File: config.mk
export PLATFORM = sky130hd
export DESIGN_NAME = fpu_addsub_pipe_flat
export DESIGN_NICKNAME = d
export VERILOG_FILES = /design/src/rtl/fpu_addsub_pipe_pkg.sv /design/src/rtl/fpu_addsub_pipe_if.sv /design/src/rtl/fpu_addsub_pipe_lzc.sv /design/src/rtl/fpu_addsub_pipe.sv /design/src/flat_wrapper.sv
export SDC_FILE = /design/constraint.sdc
export NUM_CORES = 1
export LEC_CHECK = 0
export ABC_AREA = 1
export CAP_MARGIN = 20
export CORE_MARGIN = 5
export CORE_UTILIZATION = 40
export DETAILED_ROUTE_END_ITERATION = 6
export PLACE_DENSITY = 0.54
export SYNTH_ARGS = -nofsm -noshare
export SYNTH_HDL_FRONTEND = slang
export SYNTH_SLANG_ARGS = --single-unit
File: constraint.sdc
create_clock -name clock_100k -period 16.29 [get_ports clock_100k]
set_clock_uncertainty 0.1 [all_clocks]
set_input_delay 2.4435 -clock clock_100k [delete_from_list [all_inputs] [get_ports clock_100k]]
set_output_delay 2.4435 -clock clock_100k [all_outputs]
set_load 0.005 [all_outputs]
File: src/rtl/fpu_addsub_pipe_pkg.sv
// Shared types, status bit positions and format helpers for the floating-point add/subtract unit.
package fpu_pkg;

  typedef enum logic [2:0] {
    S_IDLE,
    S_UNPACK,
    S_ALIGN,
    S_ADD,
    S_NORM,
    S_ROUND,
    S_DONE
  } state_t;

  localparam int unsigned ST_EXACT = 3;
  localparam int unsigned ST_OVF   = 2;
  localparam int unsigned ST_UNF   = 1;
  localparam int unsigned ST_INEX  = 0;

  function automatic int unsigned bias(input int unsigned exp_w);
    return (32'd1 << (exp_w - 1)) - 32'd1;
  endfunction

  // Quiet NaN: all-ones exponent plus the fraction MSB, positive sign.
  function automatic logic [63:0] canonical_nan(input int unsigned exp_w, input int unsigned man_w);
    logic [63:0] ones;
    ones = (64'd1 << (exp_w + 1)) - 64'd1;
    return ones << (man_w - 1);
  endfunction

endpackage

File: src/rtl/fpu_addsub_pipe_if.sv
// Operand/result handshake bundle between the issuing stage and the add/subtract unit.
interface fpu_addsub_pipe_if #(
  parameter int unsigned W = 32
);
  logic         in_valid;
  logic         in_ready;
  logic [W-1:0] op_a;
  logic [W-1:0] op_b;
  logic         op_sub;
  logic         out_valid;
  logic         out_ready;
  logic [W-1:0] data_out;
  logic [3:0]   status_out;
  logic         busy;

  modport master (
    output in_valid, op_a, op_b, op_sub, out_ready,
    input  in_ready, out_valid, data_out, status_out, busy
  );

  modport slave (
    input  in_valid, op_a, op_b, op_sub, out_ready,
    output in_ready, out_valid, data_out, status_out, busy
  );
endinterface

File: src/rtl/fpu_addsub_pipe_lzc.sv
// Combinational leading-zero counter; an all-zero input reports WIDTH.
module fpu_lzc #(
  parameter int unsigned WIDTH = 24
) (
  input  logic [WIDTH-1:0]         in_i,
  output logic [$clog2(WIDTH+1)-1:0] cnt_o
);
  localparam int unsigned CW = $clog2(WIDTH + 1);

  logic found;

  always_comb begin
    cnt_o = CW'(WIDTH);
    found = 1'b0;
    for (int unsigned i = 0; i < WIDTH; i++) begin
      if (!found && in_i[WIDTH-1-i]) begin
        cnt_o = CW'(i);
        found = 1'b1;
      end
    end
  end
endmodule

File: src/rtl/fpu_addsub_pipe.sv
// Multi-cycle floating-point add/subtract with RNE rounding, DAZ/FTZ and a single operation in flight.
module fpu_addsub_pipe
  import fpu_pkg::*;
#(
  parameter int unsigned EXP_W = 11,
  parameter int unsigned MAN_W = 20
) (
  input  logic               clock_100k,
  input  logic               reset,
  fpu_addsub_pipe_if.slave   bus
);
  localparam int unsigned W  = 1 + EXP_W + MAN_W;
  localparam int unsigned MW = MAN_W + 1;
  localparam int unsigned DW = MAN_W + 4;
  localparam int unsigned EW = EXP_W + 2;
  localparam int unsigned LW = $clog2(DW + 1);

  localparam logic [EXP_W-1:0]       EXP_MAX    = '1;
  localparam logic [EXP_W-1:0]       D_COLLAPSE = EXP_W'(DW - 1);
  localparam logic signed [EW-1:0]   ONE        = $signed({{(EW-1){1'b0}}, 1'b1});
  localparam logic signed [EW-1:0]   EXP_TOP    = $signed({2'b00, {EXP_W{1'b1}}});
  localparam logic [W-1:0]           QNAN       = W'(canonical_nan(EXP_W, MAN_W));

  state_t state_q, state_d;

  logic [W-1:0]             a_q, b_q;
  logic                     sa_q, sb_q;
  logic [EXP_W-1:0]         ea_q, eb_q;
  logic [MW-1:0]            ma_q, mb_q;
  logic                     sign_q, sub_q, zero_q, unf_q;
  logic signed [EW-1:0]     exp_q;
  logic [DW-1:0]            mx_q, my_q, nm_q;
  logic [DW:0]              sum_q;
  logic [W-1:0]             res_q, data_out_q;
  logic [3:0]               res_st_q, status_q;
  logic                     out_valid_q;

  // Unpack: classify operands, flush subnormals, resolve specials
  logic [EXP_W-1:0] ea_u, eb_u;
  logic [MAN_W-1:0] fa_u, fb_u;
  logic             a_inf, b_inf, a_nan, b_nan, special_d;
  logic [W-1:0]     special_res_d;

  always_comb begin
    ea_u  = a_q[W-2:MAN_W];
    eb_u  = b_q[W-2:MAN_W];
    fa_u  = a_q[MAN_W-1:0];
    fb_u  = b_q[MAN_W-1:0];
    a_inf = (ea_u == EXP_MAX) && (fa_u == '0);
    b_inf = (eb_u == EXP_MAX) && (fb_u == '0);
    a_nan = (ea_u == EXP_MAX) && (fa_u != '0);
    b_nan = (eb_u == EXP_MAX) && (fb_u != '0);
    special_d     = 1'b1;
    special_res_d = '0;
    if (a_nan || b_nan || (a_inf && b_inf && (a_q[W-1] != b_q[W-1]))) begin
      special_res_d = QNAN;
    end else if (a_inf) begin
      special_res_d = {a_q[W-1], EXP_MAX, {MAN_W{1'b0}}};
    end else if (b_inf) begin
      special_res_d = {b_q[W-1], EXP_MAX, {MAN_W{1'b0}}};
    end else begin
      special_d = 1'b0;
    end
  end

  // Align: larger magnitude goes to x, smaller is shifted right with sticky collection
  logic             swap_a, sign_a;
  logic [EXP_W-1:0] ex_a, ey_a, d_a;
  logic [MW-1:0]    mx_a, my_a;
  logic [DW-1:0]    my_full, my_al;

  always_comb begin
    swap_a  = {eb_q, mb_q} > {ea_q, ma_q};
    ex_a    = swap_a ? eb_q : ea_q;
    ey_a    = swap_a ? ea_q : eb_q;
    mx_a    = swap_a ? mb_q : ma_q;
    my_a    = swap_a ? ma_q : mb_q;
    sign_a  = swap_a ? sb_q : sa_q;
    d_a     = ex_a - ey_a;
    my_full = {my_a, 3'b000};
    if (d_a >= D_COLLAPSE) begin
      my_al = {{(DW-1){1'b0}}, |my_a};
    end else begin
      my_al = (my_full >> d_a)
            | {{(DW-1){1'b0}}, |(my_full & ~({DW{1'b1}} << d_a))};
    end
  end

  logic [DW:0] sum_d;
  logic        zero_d;

  always_comb begin
    sum_d  = sub_q ? ({1'b0, mx_q} - {1'b0, my_q}) : ({1'b0, mx_q} + {1'b0, my_q});
    zero_d = (sum_d == '0);
  end

  // Normalize: carry shifts right with sticky fold, otherwise left by leading-zero count
  logic [LW-1:0]        lz;
  logic [DW-1:0]        nm_d;
  logic signed [EW-1:0] exp_n;
  logic                 unf_d;

  fpu_lzc #(.WIDTH(DW)) u_lzc (
    .in_i  (sum_q[DW-1:0]),
    .cnt_o (lz)
  );

  always_comb begin
    if (sum_q[DW]) begin
      nm_d  = {sum_q[DW:2], |sum_q[1:0]};
      exp_n = exp_q + ONE;
    end else begin
      nm_d  = sum_q[DW-1:0] << lz;
      exp_n = exp_q - $signed({{(EW-LW){1'b0}}, lz});
    end
    unf_d = !zero_q && (exp_n < ONE);
  end

  // Round to nearest even, then classify the final result
  logic                 g_r, r_r, s_r, inc_r, inex_r;
  logic [MW:0]          mr;
  logic [MAN_W-1:0]     frac_r;
  logic signed [EW-1:0] exp_r;
  logic [W-1:0]         round_res;
  logic [3:0]           round_st;

  always_comb begin
    g_r    = nm_q[2];
    r_r    = nm_q[1];
    s_r    = nm_q[0];
    inex_r = g_r | r_r | s_r;
    inc_r  = g_r & (r_r | s_r | nm_q[3]);
    mr     = {1'b0, nm_q[DW-1:3]} + {{MW{1'b0}}, inc_r};
    frac_r = mr[MW] ? mr[MW-1:1] : mr[MAN_W-1:0];
    exp_r  = mr[MW] ? (exp_q + ONE) : exp_q;
    round_st = '0;
    if (zero_q) begin
      round_res          = {sign_q, {(W-1){1'b0}}};
      round_st[ST_EXACT] = 1'b1;
    end else if (unf_q) begin
      round_res          = {sign_q, {(W-1){1'b0}}};
      round_st[ST_UNF]   = 1'b1;
      round_st[ST_INEX]  = 1'b1;
    end else if (exp_r >= EXP_TOP) begin
      round_res          = {sign_q, EXP_MAX, {MAN_W{1'b0}}};
      round_st[ST_OVF]   = 1'b1;
      round_st[ST_INEX]  = 1'b1;
    end else begin
      round_res          = {sign_q, exp_r[EXP_W-1:0], frac_r};
      round_st[ST_INEX]  = inex_r;
      round_st[ST_EXACT] = !inex_r;
    end
  end

  always_ff @(posedge clock_100k or posedge reset) begin
    if (reset) state_q <= S_IDLE;
    else       state_q <= state_d;
  end

  always_comb begin
    state_d = state_q;
    case (state_q)
      S_IDLE:   if (bus.in_valid) state_d = S_UNPACK;
      S_UNPACK: state_d = special_d ? S_DONE : S_ALIGN;
      S_ALIGN:  state_d = S_ADD;
      S_ADD:    state_d = S_NORM;
      S_NORM:   state_d = S_ROUND;
      S_ROUND:  state_d = S_DONE;
      S_DONE:   if (out_valid_q && bus.out_ready) state_d = S_IDLE;
      default:  state_d = S_IDLE;
    endcase
  end

  always_comb begin
    bus.in_ready   = (state_q == S_IDLE);
    bus.busy       = (state_q != S_IDLE);
    bus.out_valid  = out_valid_q;
    bus.data_out   = data_out_q;
    bus.status_out = status_q;
  end

  always_ff @(posedge clock_100k or posedge reset) begin
    if (reset) begin
      a_q <= '0; b_q <= '0;
      sa_q <= 1'b0; sb_q <= 1'b0; ea_q <= '0; eb_q <= '0; ma_q <= '0; mb_q <= '0;
      sign_q <= 1'b0; sub_q <= 1'b0; zero_q <= 1'b0; unf_q <= 1'b0;
      exp_q <= '0; mx_q <= '0; my_q <= '0; nm_q <= '0; sum_q <= '0;
      res_q <= '0; res_st_q <= '0;
      data_out_q <= '0; status_q <= '0; out_valid_q <= 1'b0;
    end else begin
      case (state_q)
        S_IDLE: begin
          if (bus.in_valid) begin
            a_q <= bus.op_a;
            b_q <= {bus.op_b[W-1] ^ bus.op_sub, bus.op_b[W-2:0]};
          end
        end
        S_UNPACK: begin
          sa_q <= a_q[W-1];
          sb_q <= b_q[W-1];
          ea_q <= ea_u;
          eb_q <= eb_u;
          ma_q <= (ea_u == '0) ? '0 : {1'b1, fa_u};
          mb_q <= (eb_u == '0) ? '0 : {1'b1, fb_u};
          if (special_d) begin
            res_q    <= special_res_d;
            res_st_q <= '0;
          end
        end
        S_ALIGN: begin
          sign_q <= sign_a;
          sub_q  <= sa_q ^ sb_q;
          exp_q  <= $signed({2'b00, ex_a});
          mx_q   <= {mx_a, 3'b000};
          my_q   <= my_al;
        end
        S_ADD: begin
          sum_q  <= sum_d;
          zero_q <= zero_d;
          if (zero_d && sub_q) sign_q <= 1'b0;
        end
        S_NORM: begin
          nm_q  <= nm_d;
          exp_q <= exp_n;
          unf_q <= unf_d;
        end
        S_ROUND: begin
          res_q    <= round_res;
          res_st_q <= round_st;
        end
        // First DONE cycle publishes the result; out_valid rises one edge later.
        S_DONE: begin
          if (!out_valid_q) begin
            data_out_q  <= res_q;
            status_q    <= res_st_q;
            out_valid_q <= 1'b1;
          end else if (bus.out_ready) begin
            out_valid_q <= 1'b0;
          end
        end
        default: ;
      endcase
    end
  end
endmodule

File: src/flat_wrapper.sv
// flat-port wrapper written by rule: the top's interface ports become plain ports
module fpu_addsub_pipe_flat import fpu_pkg::*;
#(
  parameter int unsigned EXP_W = 11,
  parameter int unsigned MAN_W = 20
)
  (clock_100k, reset, bus_in_valid, bus_op_a, bus_op_b, bus_op_sub, bus_out_ready, bus_in_ready, bus_out_valid, bus_data_out, bus_status_out, bus_busy);
  fpu_addsub_pipe_if #(.W(32)) bus_i ();
  input  logic clock_100k;
  input  logic reset;
  input wire logic [$bits(bus_i.in_valid)-1:0] bus_in_valid;
  input wire logic [$bits(bus_i.op_a)-1:0] bus_op_a;
  input wire logic [$bits(bus_i.op_b)-1:0] bus_op_b;
  input wire logic [$bits(bus_i.op_sub)-1:0] bus_op_sub;
  input wire logic [$bits(bus_i.out_ready)-1:0] bus_out_ready;
  output wire logic [$bits(bus_i.in_ready)-1:0] bus_in_ready;
  output wire logic [$bits(bus_i.out_valid)-1:0] bus_out_valid;
  output wire logic [$bits(bus_i.data_out)-1:0] bus_data_out;
  output wire logic [$bits(bus_i.status_out)-1:0] bus_status_out;
  output wire logic [$bits(bus_i.busy)-1:0] bus_busy;
  assign bus_i.in_valid = bus_in_valid;
  assign bus_i.op_a = bus_op_a;
  assign bus_i.op_b = bus_op_b;
  assign bus_i.op_sub = bus_op_sub;
  assign bus_i.out_ready = bus_out_ready;
  assign bus_in_ready = bus_i.in_ready;
  assign bus_out_valid = bus_i.out_valid;
  assign bus_data_out = bus_i.data_out;
  assign bus_status_out = bus_i.status_out;
  assign bus_busy = bus_i.busy;
  fpu_addsub_pipe #(.EXP_W(EXP_W), .MAN_W(MAN_W)) u_core (.clock_100k(clock_100k), .reset(reset), .bus(bus_i));
endmodule
# ---- After elaboration in Yosys (flattened, before gate mapping)
# Index checks and enable logic that the tools add are counted.
dict set report op_classes {
  shifts 3
  order_cmp 4
  n_mux 90
  eq_ne 13
  addsub 6
  n_bitwise 11
  reduce_logical 79
}
# cell count
set op_table {}
lappend op_table {{32-bit two-way mux} 4}
lappend op_table {{5-bit two-way mux} 24}
lappend op_table {{31-bit two-way mux} 3}
lappend op_table {{21-bit two-way mux} 4}
lappend op_table {{32-bit one-hot mux with 2 select lines} 1}
lappend op_table {{24-bit two-way mux} 2}
lappend op_table {{20-bit logical NOT} 2}
lappend op_table {{20-bit nonzero test} 2}
lappend op_table {{1-bit two-way mux} 36}
lappend op_table {{32-bit > comparator} 1}
lappend op_table {{1-bit logical AND} 32}
lappend op_table {{13-bit two-way mux} 2}
lappend op_table {{13-bit one-hot mux with 2 select lines} 1}
lappend op_table {{24-bit by 24-bit adder with 25-bit output} 1}
lappend op_table {{1-bit logical NOT} 25}
lappend op_table {{25-bit logical NOT} 1}
lappend op_table {{25-bit two-way mux} 1}
lappend op_table {{24-bit by 24-bit subtractor with 25-bit output} 1}
lappend op_table {{24-bit AND} 1}
lappend op_table {{24-bit inverter} 1}
lappend op_table {{24-bit by 1-bit bitwise OR with 24-bit output} 1}
lappend op_table {{24-bit OR reduction} 1}
lappend op_table {{24-bit by 11-bit left shift with 24-bit output, first input constant} 1}
lappend op_table {{24-bit by 5-bit left shift with 24-bit output} 1}
lappend op_table {{other kinds (35)} 57}
dict set report word_totals {
  register_bits 317
  elab_cells 229
}

# ---- Longest topological paths before layout
dict set report depth {
  word_depth 74
  ltp_mapped 42
  mapped_depth_nobuf 40
}

# ---- By module
# From an unflattened synthesis, not the netlist that was laid out.
dict set report hier_totals {
  hier_cells 2878
  hier_area_um2 20479.6
}
# module instances cells_per_inst area_per_inst_um2
set modules_own_cells {}
lappend modules_own_cells {fpu_addsub_pipe 1 2797 20053.0}
lappend modules_own_cells {fpu_lzc 1 81 426.7}

# ---- Worst setup path before layout
# No wires, ideal clock.
dict set report synth_timing {
  path_kind {reg2reg}
  start {register u_core.sum_q[21]}
  end {register u_core.unf_q}
  period_less_slack_ns 4.762
  t_arrival_ns 4.579
  n_path_buf 1
  path_stages_with_launch 40
  setup_ns 0.083
  required_ns 16.107
  slack_ns 11.528
  cell_sequence {dfrtp_1 nor2_1 nand4_1 inv_1 nand3_1 inv_2 nand3_1 nor2_1 nand2_1 inv_2 nand3_2 nor2_4 nand2_4 nor3_2 nand2_1 nor2_2 o41ai_1 nand2_1 [4 not listed] nor2_1 o21ai_0 nand2_1 inv_1 nor2_1 nor3_1 nand3_1 nor2_1 inv_1 nor2_1 nand3_1 xor2_1 nand2_1 o21ai_0 nand4_1 o41ai_1 nand3_1 o21ai_0}
}
dict set report synth_between {
  elab_chain_len 69
  word_cells_on_any_way 90
  cone_classes {add/sub (1); order compare (1); mux (44); reduce/logical (44)}
}
# item line
set synth_lines {}
lappend synth_lines {{from (decl)} fpu_addsub_pipe.sv:33} ;# logic [DW:0] sum_q;
lappend synth_lines {{from (signal assigned)} fpu_addsub_pipe.sv:218} ;# sum_q <= sum_d;
lappend synth_lines {{1-bit logical AND (*)} fpu_addsub_pipe_lzc.sv:16} ;# if (!found && in_i[WIDTH-1-i]) begin
lappend synth_lines {{1-bit two-way mux} fpu_addsub_pipe_lzc.sv:16}
lappend synth_lines {{1-bit logical NOT} fpu_addsub_pipe_lzc.sv:16}
lappend synth_lines {{1-bit logical AND} fpu_addsub_pipe_lzc.sv:16}
lappend synth_lines {{1-bit two-way mux} fpu_addsub_pipe_lzc.sv:16}
lappend synth_lines {{1-bit logical NOT} fpu_addsub_pipe_lzc.sv:16}
lappend synth_lines {{1-bit logical AND} fpu_addsub_pipe_lzc.sv:16}
lappend synth_lines {{1-bit two-way mux} fpu_addsub_pipe_lzc.sv:16}
lappend synth_lines {{[53 not listed]} -}
lappend synth_lines {{1-bit two-way mux} fpu_addsub_pipe_lzc.sv:16}
lappend synth_lines {{1-bit logical NOT} fpu_addsub_pipe_lzc.sv:16}
lappend synth_lines {{1-bit logical AND} fpu_addsub_pipe_lzc.sv:16}
lappend synth_lines {{5-bit two-way mux (*)} fpu_addsub_pipe_lzc.sv:16}
lappend synth_lines {{13-bit by 6-bit subtractor with 13-bit output (*)} fpu_addsub_pipe.sv:114} ;# exp_n = exp_q - $signed({{(EW-LW){1'b0}}, lz});
lappend synth_lines {{13-bit two-way mux (*)} fpu_addsub_pipe.sv:109} ;# if (sum_q[DW]) begin
lappend synth_lines {{13-bit by 2-bit less-than comparator with 1-bit output (*)} fpu_addsub_pipe.sv:116} ;# unf_d = !zero_q && (exp_n < ONE);
lappend synth_lines {{1-bit logical AND (*)} fpu_addsub_pipe.sv:116}
lappend synth_lines {{to (signal assigned)} fpu_addsub_pipe.sv:225} ;# unf_q <= unf_d;
lappend synth_lines {{to (decl)} fpu_addsub_pipe.sv:30} ;# logic sign_q, sub_q, zero_q, unf_q;
# Every way passes the cells marked *; elsewhere a longest branch is shown, timed or not.
# A chain may end at the register's enable or synchronous reset.

# ---- Final worst setup path
# Ends and elaborated chain as after synthesis.

==> metrics <==
flops & latches, synth 317; Synth Instances 2775; Avg Inst Size Synth 7.24 um^2; initial core utilization 0.402; clock sinks 317; register area share after synthesis 0.395; Max clock buf depth 3; RSZ-0062 raised after global routing false; post-route ant nets 0; outcome finished clean; CP Class reg -> reg; critical path startpoint u_core.sum_q[21]; most common cell after layout, fill and taps aside nand2_1; GRT Resource Usage Total 0.228; fin crit share 0.400; CTS tree yes; total number of vias 18800; Core Region 50000 um^2; Final Hold Viols 0; slowest stage delay, CP 730 ps; Worst-Margin Slew 1020 ps; number of DRC markers in iteration 0 1485; routed len/inst 18.0 um; routed wire length 63.2 mm; most repeated library cell on the critical path nor2_1; Diodes inserted 0; Post-synth EDFFs 0; PostCTS Resize Cnt 0; Max Fanout on Critical Path 27; Worst setup endpoint u_core.unf_q; first-pass GRT wire length 100 mm; postcts setup bufs 0; Final #Nets 2971; # fillers 5109; DP Wirelength 47.5 mm; clock slew at reported path FFs 60 ps; kind of end point of the critical path register; clk_lat worst skew 560 ps; GRT overflow 0; Vias per Instance 5.34; DP Worst Slack 9860 ps; Die ar. 54800 um^2; Worst setup SP type register; Rel. slew slack 0.320; Post-synth top flop dfrtp_1; area grow syn2layout 15.0%; Max-cap violations 0; reg-to-reg setup timing slack 9780 ps; setup_tns 0 ps; share of cells above drive strength 1 0.0488; final setup margin 9780 ps; WP data arrival 6860 ps; row count 82; Slew Limit Fails 0; synth unique cells 54; Cell Area, Synth 20100 um^2; WHS 382 ps; commonest cells after routing, fill and taps aside nand2_1 (651), o21ai_0 (370), inv_1 (358), dfrtp_1 (317), nand3_1 (197); number of global-route vias before repair 18100; CP max-delay cell clkinv_1; Worst R2R Path Depth 38; FF-to-FF Start u_core.sum_q[21]; clock root buffer clkbuf_16; largest net degree at the start of global routing 124; IO Pins 108; htree depth 2; CP required 16640 ps; share of synthesized registers carrying an async set or reset 1.00; cts bufs inserted 40; port buffer count 107; Setup violations, final 0; Worst Hold Class reg -> reg; fmax 154 MHz; fin crit period 6510 ps; Die Ht 234 um; syn nets 2929; Ys Warns 0; gp weighted congestion 0.914; initial antenna violation count 0; post-cts hold buffer count 0; DIE WIDTH 234 um; DRC viols 0; Reg-to-Reg End u_core.unf_q; router iterations before antenna repair 6
critical path, delay by kind of cell, from the launching register on:
kind / cells / cell delay (ps)
XOR/XNOR: 1 / 140
buffers and inverters: 7 / 1180
AO/OA/AOI/OAI: 5 / 780
AND/OR/NAND/NOR: 24 / 3270
flip-flops: 1 / 420
adder cells (fa/ha/maj): 1 / 500
logic make-up after synthesis:
family | Yosys count | synth area share
compound gates | 665 | 0.183
simple gates | 1133 | 0.238
flops | 317 | 0.395
xor+xnor | 57 | 0.0252
fa+ha+maj | 85 | 0.0537
mux | 16 | 0.00878
buf+inv | 502 | 0.0962
layer usage:
layer	track usage	vias up	part of all wire
li1	-	9327	-
met1	0.322	8873	0.47
met2	0.374	492	0.47
met3	0.0282	78	0.046
met4	0.0596	0	0.021
met5	0	-	0
worst min-delay path by stage:
stage | slack (ps) | start | cells past startpoint | end
3_5_place_dp | 370 | u_core.b_q[29] | 2 | u_core.eb_q[9]
6_report | 380 | u_core.b_q[29] | 2 | u_core.eb_q[9]
2_1_floorplan | 350 | u_core.res_q[31] | 2 | u_core.res_q[31]
4_1_cts | 380 | u_core.b_q[29] | 2 | u_core.eb_q[9]
3_3_place_gp | 360 | u_core.bus.data_out[4] | 2 | u_core.bus.data_out[4]
5_1_grt | 400 | u_core.bus.data_out[1] | 2 | u_core.bus.data_out[1]
layout make-up:
type	instances	area, um^2	share of cell area
Sequential cell	317	7930	0.343
Tap cell	672	841	0.0364
Inverter	373	1410	0.0610
Timing Repair Buffer	129	1240	0.0535
Multi-Input combinational cell	1956	10300	0.445
Clock inverter	20	275	0.0119
Clock buffer	51	1130	0.0491
cell usage after synthesis (3+ instances only):
cell	instances	share of area
or2_1	5	0.0016
mux2_2	13	0.0073
buf_4	4	0.0015
clkinv_1	6	0.0011
xor2_1	46	0.020
dfrtp_1	317	0.39
o41ai_1	5	0.0022
nor2_1	162	0.030
a31oi_1	6	0.0019
buf_6	3	0.0017
clkbuf_1	102	0.019
o32ai_1	5	0.0022
o22ai_1	61	0.019
nor2_2	3	0.00093
o211ai_1	34	0.013
nand3_1	197	0.049
nand4_1	47	0.015
nand2_2	3	0.00093
nor3_1	30	0.0075
o21ai_0	370	0.092
o221ai_1	11	0.0048
buf_1	11	0.0021
mux2i_1	3	0.0015
o21a_1	5	0.0019
inv_2	8	0.0015
o31ai_1	3	0.0011
o21ai_1	18	0.0045
ha_1	83	0.052
inv_1	359	0.067
a21oi_1	118	0.029
or2_2	5	0.0016
nor4_1	22	0.0068
a21boi_0	8	0.0030
a22oi_1	8	0.0030
xnor2_1	10	0.0044
buf_2	9	0.0022
nand2_1	652	0.12
sequential cells by signal, summed over array words and instances, names as in the netlist, 4 cells and up:
| register | count |
|---|---|
| u_core.res_st_q | 4 |
| u_core.my_q | 24 |
| u_core.exp_q | 13 |
| u_core.ea_q | 11 |
| u_core.eb_q | 11 |
| u_core.ma_q | 21 |
| u_core.nm_q | 24 |
| u_core.mx_q | 21 |
| u_core.sum_q | 25 |
| u_core.res_q | 32 |
| u_core.mb_q | 21 |
| u_core.a_q | 32 |
| u_core.b_q | 32 |
| u_core.bus.data_out | 32 |
| u_core.bus.status_out | 4 |
per-stage QoR:
| step | util | instances | area (um^2) |
|---|---|---|---|
| floorplan | - | 2775 | 20100 |
| global placement | 0.434 | 3447 | 21700 |
| detailed placement | 0.434 | 3447 | 21700 |
| CTS | 0.462 | 3518 | 23100 |
| global route | 0.462 | 3518 | 23100 |
| finish | 0.462 | 3518 | 23100 |
Power is left out: the tool's default activity adds up to more than one toggle a clock period on the data nets, which glitch-free logic cannot reach.
